## src/rtl/lp_fifo_drain_pkg.sv

```systemverilog
// Shared types for the FIFO burst drain controller.
// Holds the FSM state enum and the timer width helper.
package lp_fifo_drain_pkg;

   typedef enum logic [1:0] {
      IDLE  = 2'd0,
      BURST = 2'd1,
      DRAIN = 2'd2
   } state_e;

   // ceil(log2(timeout+1)), never below 1
   function automatic int timer_width(input int timeout);
      int w;
      w = 1;
      while ((1 << w) < (timeout + 1)) begin
         w = w + 1;
      end
      return w;
   endfunction

endpackage

```

## src/rtl/lp_fifo_drain_timer.sv

```systemverilog
// Saturating idle counter for the burst drain timeout flush.
// Only instantiated when LP_FIFO_BURST_DRAIN_TIMEOUT_EN is defined.
module lp_fifo_drain_timer
   import lp_fifo_drain_pkg::*;
#(
   parameter int TIMEOUT = 16
) (
   input  logic clk,
   input  logic rst_n,
   input  logic clr,
   input  logic en,
   output logic expired
);

   localparam int TW = timer_width(TIMEOUT);
   localparam logic [TW-1:0] MAX = TW'(TIMEOUT - 1);

   logic [TW-1:0] cnt_q, cnt_d;

   always_comb begin
      cnt_d = cnt_q;
      if (clr) begin
         cnt_d = '0;
      end else if (en && (cnt_q != MAX)) begin
         cnt_d = cnt_q + 1'b1;
      end
   end

   always_ff @(posedge clk) begin
      if (!rst_n) begin
         cnt_q <= '0;
      end else begin
         cnt_q <= cnt_d;
      end
   end

   assign expired = (cnt_q == MAX);

endmodule

```

## src/rtl/lp_fifo_burst_drain.sv

```systemverilog
// Burst drain controller downstream of the low-power dataflow FIFO.
// Define LP_FIFO_BURST_DRAIN_TIMEOUT_EN to enable the partial-burst timeout flush.
module lp_fifo_burst_drain
   import lp_fifo_drain_pkg::*;
#(
   parameter int WIDTH     = 8,
   parameter int CNT_WIDTH = 4,
   parameter int BURST_LEN = 4,
   parameter int TIMEOUT   = 16
) (
   input  logic                 clk,
   input  logic                 rst_n,
   input  logic [WIDTH-1:0]     fifo_data_out,
   input  logic [CNT_WIDTH-1:0] fifo_word_cnt,
   input  logic                 fifo_empty,
   output logic                 fifo_pop_n,
   output logic                 m_valid,
   input  logic                 m_ready,
   output logic [WIDTH-1:0]     m_data,
   output logic                 m_last,
   output logic                 busy
);

   localparam logic [CNT_WIDTH-1:0] BL  = CNT_WIDTH'(BURST_LEN);
   localparam logic [CNT_WIDTH-1:0] ONE = CNT_WIDTH'(1);

   if ((BURST_LEN < 1) || (BURST_LEN > (1 << CNT_WIDTH) - 1) ||
       (TIMEOUT < 1)) begin : g_bad_cfg
      $error("lp_fifo_burst_drain: illegal parameter set");
   end

   state_e               state_q, state_d;
   logic [CNT_WIDTH-1:0] remain_q, remain_d;
   logic [WIDTH-1:0]     m_data_q, m_data_d;
   logic                 m_valid_q, m_valid_d;
   logic                 m_last_q, m_last_d;
   logic                 busy_q, busy_d;

   logic                 start;
   logic                 pop;
   logic                 out_free;
   logic                 accept;
   logic [CNT_WIDTH-1:0] start_len;

   assign accept   = m_valid_q && m_ready;
   assign out_free = !m_valid_q || m_ready;
   assign pop      = rst_n && (state_q == BURST) &&
                     !fifo_empty && out_free;
   assign fifo_pop_n = !pop;

`ifdef LP_FIFO_BURST_DRAIN_TIMEOUT_EN
   logic tmr_clr;
   logic tmr_expired;

   // Timer only runs while idle and holding residual words
   assign tmr_clr = (state_q != IDLE) || fifo_empty || start;

   lp_fifo_drain_timer #(
      .TIMEOUT (TIMEOUT)
   ) u_timer (
      .clk     (clk),
      .rst_n   (rst_n),
      .clr     (tmr_clr),
      .en      (!fifo_empty),
      .expired (tmr_expired)
   );

   assign start = (state_q == IDLE) &&
                  ((fifo_word_cnt >= BL) ||
                   (tmr_expired && !fifo_empty));
   assign start_len = (fifo_word_cnt < BL) ? fifo_word_cnt : BL;
`else
   assign start     = (state_q == IDLE) && (fifo_word_cnt >= BL);
   assign start_len = BL;
`endif

   always_comb begin
      state_d   = state_q;
      remain_d  = remain_q;
      m_data_d  = m_data_q;
      m_valid_d = m_valid_q;
      m_last_d  = m_last_q;
      if (accept) begin
         m_valid_d = 1'b0;
         m_last_d  = 1'b0;
      end
      unique case (state_q)
         IDLE: begin
            if (start) begin
               state_d  = BURST;
               remain_d = start_len;
            end
         end
         BURST: begin
            if (pop) begin
               m_data_d  = fifo_data_out;
               m_valid_d = 1'b1;
               m_last_d  = (remain_q == ONE);
               remain_d  = remain_q - ONE;
               if (remain_q == ONE) begin
                  state_d = DRAIN;
               end
            end
         end
         DRAIN: begin
            if (accept) begin
               state_d = IDLE;
            end
         end
         default: begin
            state_d = IDLE;
         end
      endcase
      busy_d = (state_d != IDLE);
   end

   always_ff @(posedge clk) begin
      if (!rst_n) begin
         state_q   <= IDLE;
         remain_q  <= '0;
         m_data_q  <= '0;
         m_valid_q <= 1'b0;
         m_last_q  <= 1'b0;
         busy_q    <= 1'b0;
      end else begin
         state_q   <= state_d;
         remain_q  <= remain_d;
         m_data_q  <= m_data_d;
         m_valid_q <= m_valid_d;
         m_last_q  <= m_last_d;
         busy_q    <= busy_d;
      end
   end

   assign m_valid = m_valid_q;
   assign m_data  = m_data_q;
   assign m_last  = m_last_q;
   assign busy    = busy_q;

endmodule

```

## config.mk

```make
export PLATFORM = sky130hd
export DESIGN_NAME = lp_fifo_burst_drain
export DESIGN_NICKNAME = d
export VERILOG_FILES = /design/src/rtl/lp_fifo_drain_pkg.sv /design/src/rtl/lp_fifo_drain_timer.sv /design/src/rtl/lp_fifo_burst_drain.sv
export SDC_FILE = /design/constraint.sdc
export NUM_CORES = 1
export LEC_CHECK = 0
export BUFFER_PORTS_ARGS = -buffer_cell sky130_fd_sc_hd__buf_2
export CORE_MARGIN = 3
export CORE_UTILIZATION = 42
export CTS_CLUSTER_SIZE = 16
export DETAILED_ROUTE_END_ITERATION = 10
export GPL_TIMING_DRIVEN = 0
export PLACE_DENSITY = 0.81
export SLEW_MARGIN = 10
export SYNTH_ARGS = -nofsm -noshare
export SYNTH_HDL_FRONTEND = slang
export SYNTH_SLANG_ARGS = --single-unit
```

## constraint.sdc

```tcl
create_clock -name clk -period 1.5 [get_ports clk]
set_clock_uncertainty 0.1 [all_clocks]
set_input_delay 0.3 -clock clk [delete_from_list [all_inputs] [get_ports clk]]
set_output_delay 0.3 -clock clk [all_outputs]
set_load 0.1 [all_outputs]
```

; Word-level counts from Yosys, hierarchy flattened
; Cells that the tools add are included.
[totals]
word_cells = 41
output_inout_bits = 12
reg_bits = 17
[op_classes]
n_reduce_logical = 14
mux = 14
eq_ne = 5
n_addsub = 1
order_cmp = 1
[op_table]
columns = operator, n
row1 = $mux W2, 4
row2 = $mux W4, 2
row3 = $pmux W4 S2, 1
row4 = $mux W1, 6
row5 = $pmux W2 S3, 1
row6 = $logic_and A1 B1 Y1, 5
row7 = $eq A4 B1 Y1 const B, 1
row8 = $ge A4 B3 Y1 const B, 1
row9 = $ne A2 B2 Y1 const B, 2
row10 = $reduce_bool A2 Y1, 2
row11 = $sub A4 B1 Y4 const B, 1
row12 = $logic_not A1 Y1, 3
row13 = $reduce_and A3 Y1, 1
row14 = $eq A2 B1 Y1 const B, 1
row15 = $eq A2 B2 Y1 const B, 1
row16 = $logic_not A2 Y1, 1
row17 = $reduce_and A2 Y1, 1
row18 = $logic_or A1 B1 Y1, 1

; Logic depth before layout (Yosys ltp)
[logic_depth]
ltp_word = 7
mapped_depth = 6
ltp_nobuf = 5

; Worst setup path before layout
; OpenSTA, ideal clock, no wires.
[synth_path]
path_type = register to register
start = register m_valid_q (netlist: m_valid)
end = register remain_q[0]
setup_time_ns = 0.115
stages_incl_launch_ff = 7
synth_period_minus_slack_ns = 2.224
path_slack_ns = -0.724
t_arrival_ns = 2.010
cell_sequence = dfxtp_1 -> nor2b_1 -> nor4b_4 -> inv_2 -> buf_4 -> nor2_2 -> o21a_1
[synth_between]
elab_chain_cells = 5
[synth_rtl]
columns = item, line
row1 = start: declaration, lp_fifo_burst_drain.sv:35  ; logic m_valid_q, m_valid_d;
row2 = start signal: assignment, lp_fifo_burst_drain.sv:129  ; m_valid_q <= m_valid_d;
row3 = $logic_not A1 Y1, lp_fifo_burst_drain.sv:46  ; assign out_free = !m_valid_q || m_ready;
row4 = $logic_or A1 B1 Y1, lp_fifo_burst_drain.sv:46
row5 = $logic_and A1 B1 Y1, lp_fifo_burst_drain.sv:48  ; !fifo_empty && out_free;
row6 = $ne A2 B2 Y1 (no line), n/a
row7 = $reduce_and A3 Y1 (no line), n/a
row8 = end signal: assignment, lp_fifo_burst_drain.sv:127  ; remain_q <= remain_d;
row9 = end: declaration, lp_fifo_burst_drain.sv:33  ; logic [CNT_WIDTH-1:0] remain_q, remain_d;
; Every way passes these cells.
; A chain may end at the register's enable or synchronous reset.

; Worst setup path after layout
[layout_path]
start = register state_q[1]
end = output fifo_pop_n
[layout_between]
elab_chain_cells = 5
[layout_rtl]
columns = item, line
row1 = start: declaration, lp_fifo_burst_drain.sv:32  ; state_e state_q, state_d;
row2 = start signal: assignment, lp_fifo_burst_drain.sv:126  ; state_q <= state_d;
row3 = $eq A2 B1 Y1, lp_fifo_burst_drain.sv:47  ; assign pop = rst_n && (state_q == BURST) &&
row4 = $logic_and A1 B1 Y1 (2 in series), lp_fifo_burst_drain.sv:47
row5 = $logic_and A1 B1 Y1, lp_fifo_burst_drain.sv:48
row6 = $logic_not A1 Y1, lp_fifo_burst_drain.sv:49  ; assign fifo_pop_n = !pop;
row7 = end: declaration, lp_fifo_burst_drain.sv:16  ; output logic fifo_pop_n,
; Every way passes these cells.

==> results.py <==
metrics = {
    "finish": {
        "diodes": 0,
        "synthToLayoutAreaGrowth_pct": 56.3,
        "layout-drive-gt1-share_pct": 53.3,
        "nets": 139,
        "nFillCells": 110,
        "final_common_cell": "buf_2",
        "mostFrequentLayoutCells": "buf_2, dfxtp_1, nand2_1",
    },
    "clock_network": {
        "htree_num_levels": 1,
        "cts_buffers": 3,
        "cts_tree": "done",
        "cts.clk_slew.worst_paths_ns": 0.09,
        "hold_buffers": 0,
        "clockBufferDepth": 2,
        "clock-sinks": 17,
        "cts-root-buf": "clkbuf_4",
        "clk_latency_ns": 0.28,
    },
    "sta": {
        "slew_viol_final": 0,
        "setup_viol": 11,
        "max_freq_mhz": 549,
        "layout_setup_ws_ns": -0.321,
        "hold_ws_ns": 0.145,
        "finalCritPeriodShare_pct": 121,
        "tightest_slew_ns": 0.490,
        "finalHoldViolCount": 0,
        "fin_crit_ns": 1.82,
        "relSlewSlack_pct": 67.5,
        "rsz0062_at_grt": "true",
    },
    "global_route": {
        "grt_pass1_vias": 655,
        "grt_use_total_pct": 16.3,
        "grt-ovfl-total": 0,
        "grt_antenna_before_repair": 0,
        "grt_pass1_wl_um": 2600,
        "grt_max_degree": 11,
    },
    "synthesis": {
        "postSynthNetCount": 100,
        "syn_area_um2": 747,
        "synthDistinctLibCells": 25,
        "avgSynthCellArea_um2": 9.11,
        "yosys_warnings": 0,
        "syn_inst": 82,
        "synth-seq-cells": 17,
        "ys_seq_area_share_pct": 45.6,
    },
    "power_and_ir_drop": {
        "power_frac_comb_pct": 24.6,
        "ir_drop_v": 0.000588,
        "power.total_mw": 0.966,
        "seqPwrFrac_pct": 50.8,
        "clockPowerShare_pct": 24.6,
        "cellPowerDensity_mw_per_mm2": 828,
        "switching_power_mw": 0.304,
        "switching_share_pct": 31.5,
        "p_int_mw": 0.662,
        "power.leakage_nw": 0.495,
    },
    "routing": {
        "first_pass_iters": 4,
        "num_vias": 721,
        "routed_wl_um": 1830,
        "ant_nets": 0,
        "via_per_inst": 5.01,
        "drc": 0,
        "drt_iter0_drc": 9,
        "avgRoutedWirePerCell_um": 12.7,
    },
    "place": {
        "port_buffers": 24,
        "dp_hpwl_um": 1190,
        "gp_congestion": 0.725,
    },
    "setup_path": {
        "worstSetupEndpointType": "output pin",
        "r2r_slack_ns": -0.11,
        "crit_type": "flip-flop to output pin",
        "required_ns": 1.10,
        "arrival_ns": 1.42,
        "start_kind": "flip-flop",
        "worstPathMaxFanout": 2,
    },
    "floorplan": {
        "core_mm2": 0.00159,
        "fp.dieW_um": 48.2,
        "initial_core_util_pct": 46.9,
        "io_pins": 28,
        "placementRows": 14,
        "fp.dieH_um": 48.2,
        "dieArea_mm2": 0.00232,
    },
    "worst_hold_path": {
        "hold_class": "input port to flip-flop",
    },
    "job": {
        "cap_violations": 0,
    },
    "outcome": {
        "status": "finished, violations left",
        "violations": "setup timing",
    },
}
[power groups by stage]
| stage | logic (mW) | clock network [mW] | registers (mW) |
|---|---|---|---|
| after floorplan | 0.0773 | 0 | 0.566 |
| after global placement | 0.189 | 0 | 0.493 |
| after detailed placement | 0.192 | 0 | 0.495 |
| after CTS | 0.217 | 0.245 | 0.487 |
| after global routing | 0.252 | 0.268 | 0.493 |
| final | 0.238 | 0.238 | 0.491 |
[layer usage]
metal	share of wire [%]	global-route usage, %
met5	0	0
met4	0.55	8.06
met3	6.1	4.06
met2	54	30.2
met1	40	16.6
[cell families (layout without fill, tap and decap cells)]
family                   after synthesis  count (layout)  synth area share (%)
AND/OR/NAND/NOR                       38              38                  28.6
AO/OA/AOI/OAI                         17              17                  16.6
adder cells (fa/ha/maj)                2               2                  3.35
flip-flops                            17              17                  45.6
buffers and inverters                  7              45                  4.52
multiplexers                           1               1                  1.34
[synthesized netlist by cell type]
| library cell | instances | share of area, % |
|---|---|---|
| inv_2 | 1 | 0.50 |
| o21ai_0 | 1 | 0.67 |
| nand3b_1 | 2 | 2.0 |
| and3_1 | 1 | 0.84 |
| nand3_1 | 2 | 1.3 |
| inv_1 | 2 | 1.0 |
| nand2_1 | 18 | 9.0 |
| nand2b_4 | 1 | 1.8 |
| nor2_1 | 3 | 1.5 |
| nor4b_4 | 1 | 3.2 |
| a211o_1 | 1 | 1.2 |
| nor4_2 | 1 | 1.7 |
| nor3b_1 | 2 | 2.0 |
| nor2b_1 | 1 | 0.84 |
| nor2_2 | 1 | 0.84 |
| mux2i_1 | 1 | 1.3 |
| clkbuf_1 | 2 | 1.0 |
| a21oi_1 | 1 | 0.67 |
| buf_4 | 2 | 2.0 |
| o21a_1 | 4 | 4.0 |
| and2_1 | 1 | 0.84 |
| dfxtp_1 | 17 | 46 |
| ha_1 | 2 | 3.3 |
| a21boi_1 | 10 | 10 |
| nor3_1 | 4 | 2.7 |
[critical path: stages (launching register included)]
cell and delay, ns:
dfxtp_2 0.33, nand2b_4 0.14, nor4b_4 0.29, inv_2 0.09
buf_12 0.13, buf_12 0.15
[stage by stage]
step / cells / setup WS [ns] / TNS (ns) / cell area (µm²) / util [%]
final: 144 / -0.321 / -0.971 / 1170 / 73.2
after global routing: 144 / -0.405 / -2.09 / 1170 / 73.2
after CTS: 142 / -0.342 / -0.382 / 1060 / 66.4
after detailed placement: 130 / -0.448 / -1.94 / 921 / 57.8
after global placement: 130 / -0.452 / -1.81 / 921 / 57.8
after floorplan: 82 / -0.102 / -0.708 / 771 / -
[final timing paths]
path,from,to,cells after the start
min reg2reg,m_data[2]$_SDFFE_PN0P_,m_data[2]$_SDFFE_PN0P_,2
max,state_q[1]$_SDFF_PN0_,fifo_pop_n,5
min,fifo_data_out[3],m_data[3]$_SDFFE_PN0P_,3
max reg2reg,state_q[1]$_SDFF_PN0_,remain_q[3]$_SDFFE_PN0P_,7
[cell type report]
cell class | instances | area (µm²) | area share, %
inverters | 3 | 11.3 | 0.965
repair buffers | 34 | 254 | 21.8
flip-flops and latches | 17 | 348 | 29.8
multi-input cells | 58 | 459 | 39.3
well taps | 24 | 30.0 | 2.57
clock buffers | 4 | 26.3 | 2.25
plain buffers | 4 | 38.8 | 3.32
[registers in the layout, summed over array words and instances (netlist names)]
| name | cells |
|---|---|
| busy | 1 |
| m_data | 8 |
| m_last | 1 |
| m_valid | 1 |
| remain_q | 4 |
| state_q | 2 |
[repair_timing]
action                                  4_1_cts  5_1_grt
endpoints found under the setup margin       11       18
resized for setup                            10       27
setup buffers                                 8        2
pin swaps                                     2        8
Power figures use the tool's default switching activity.
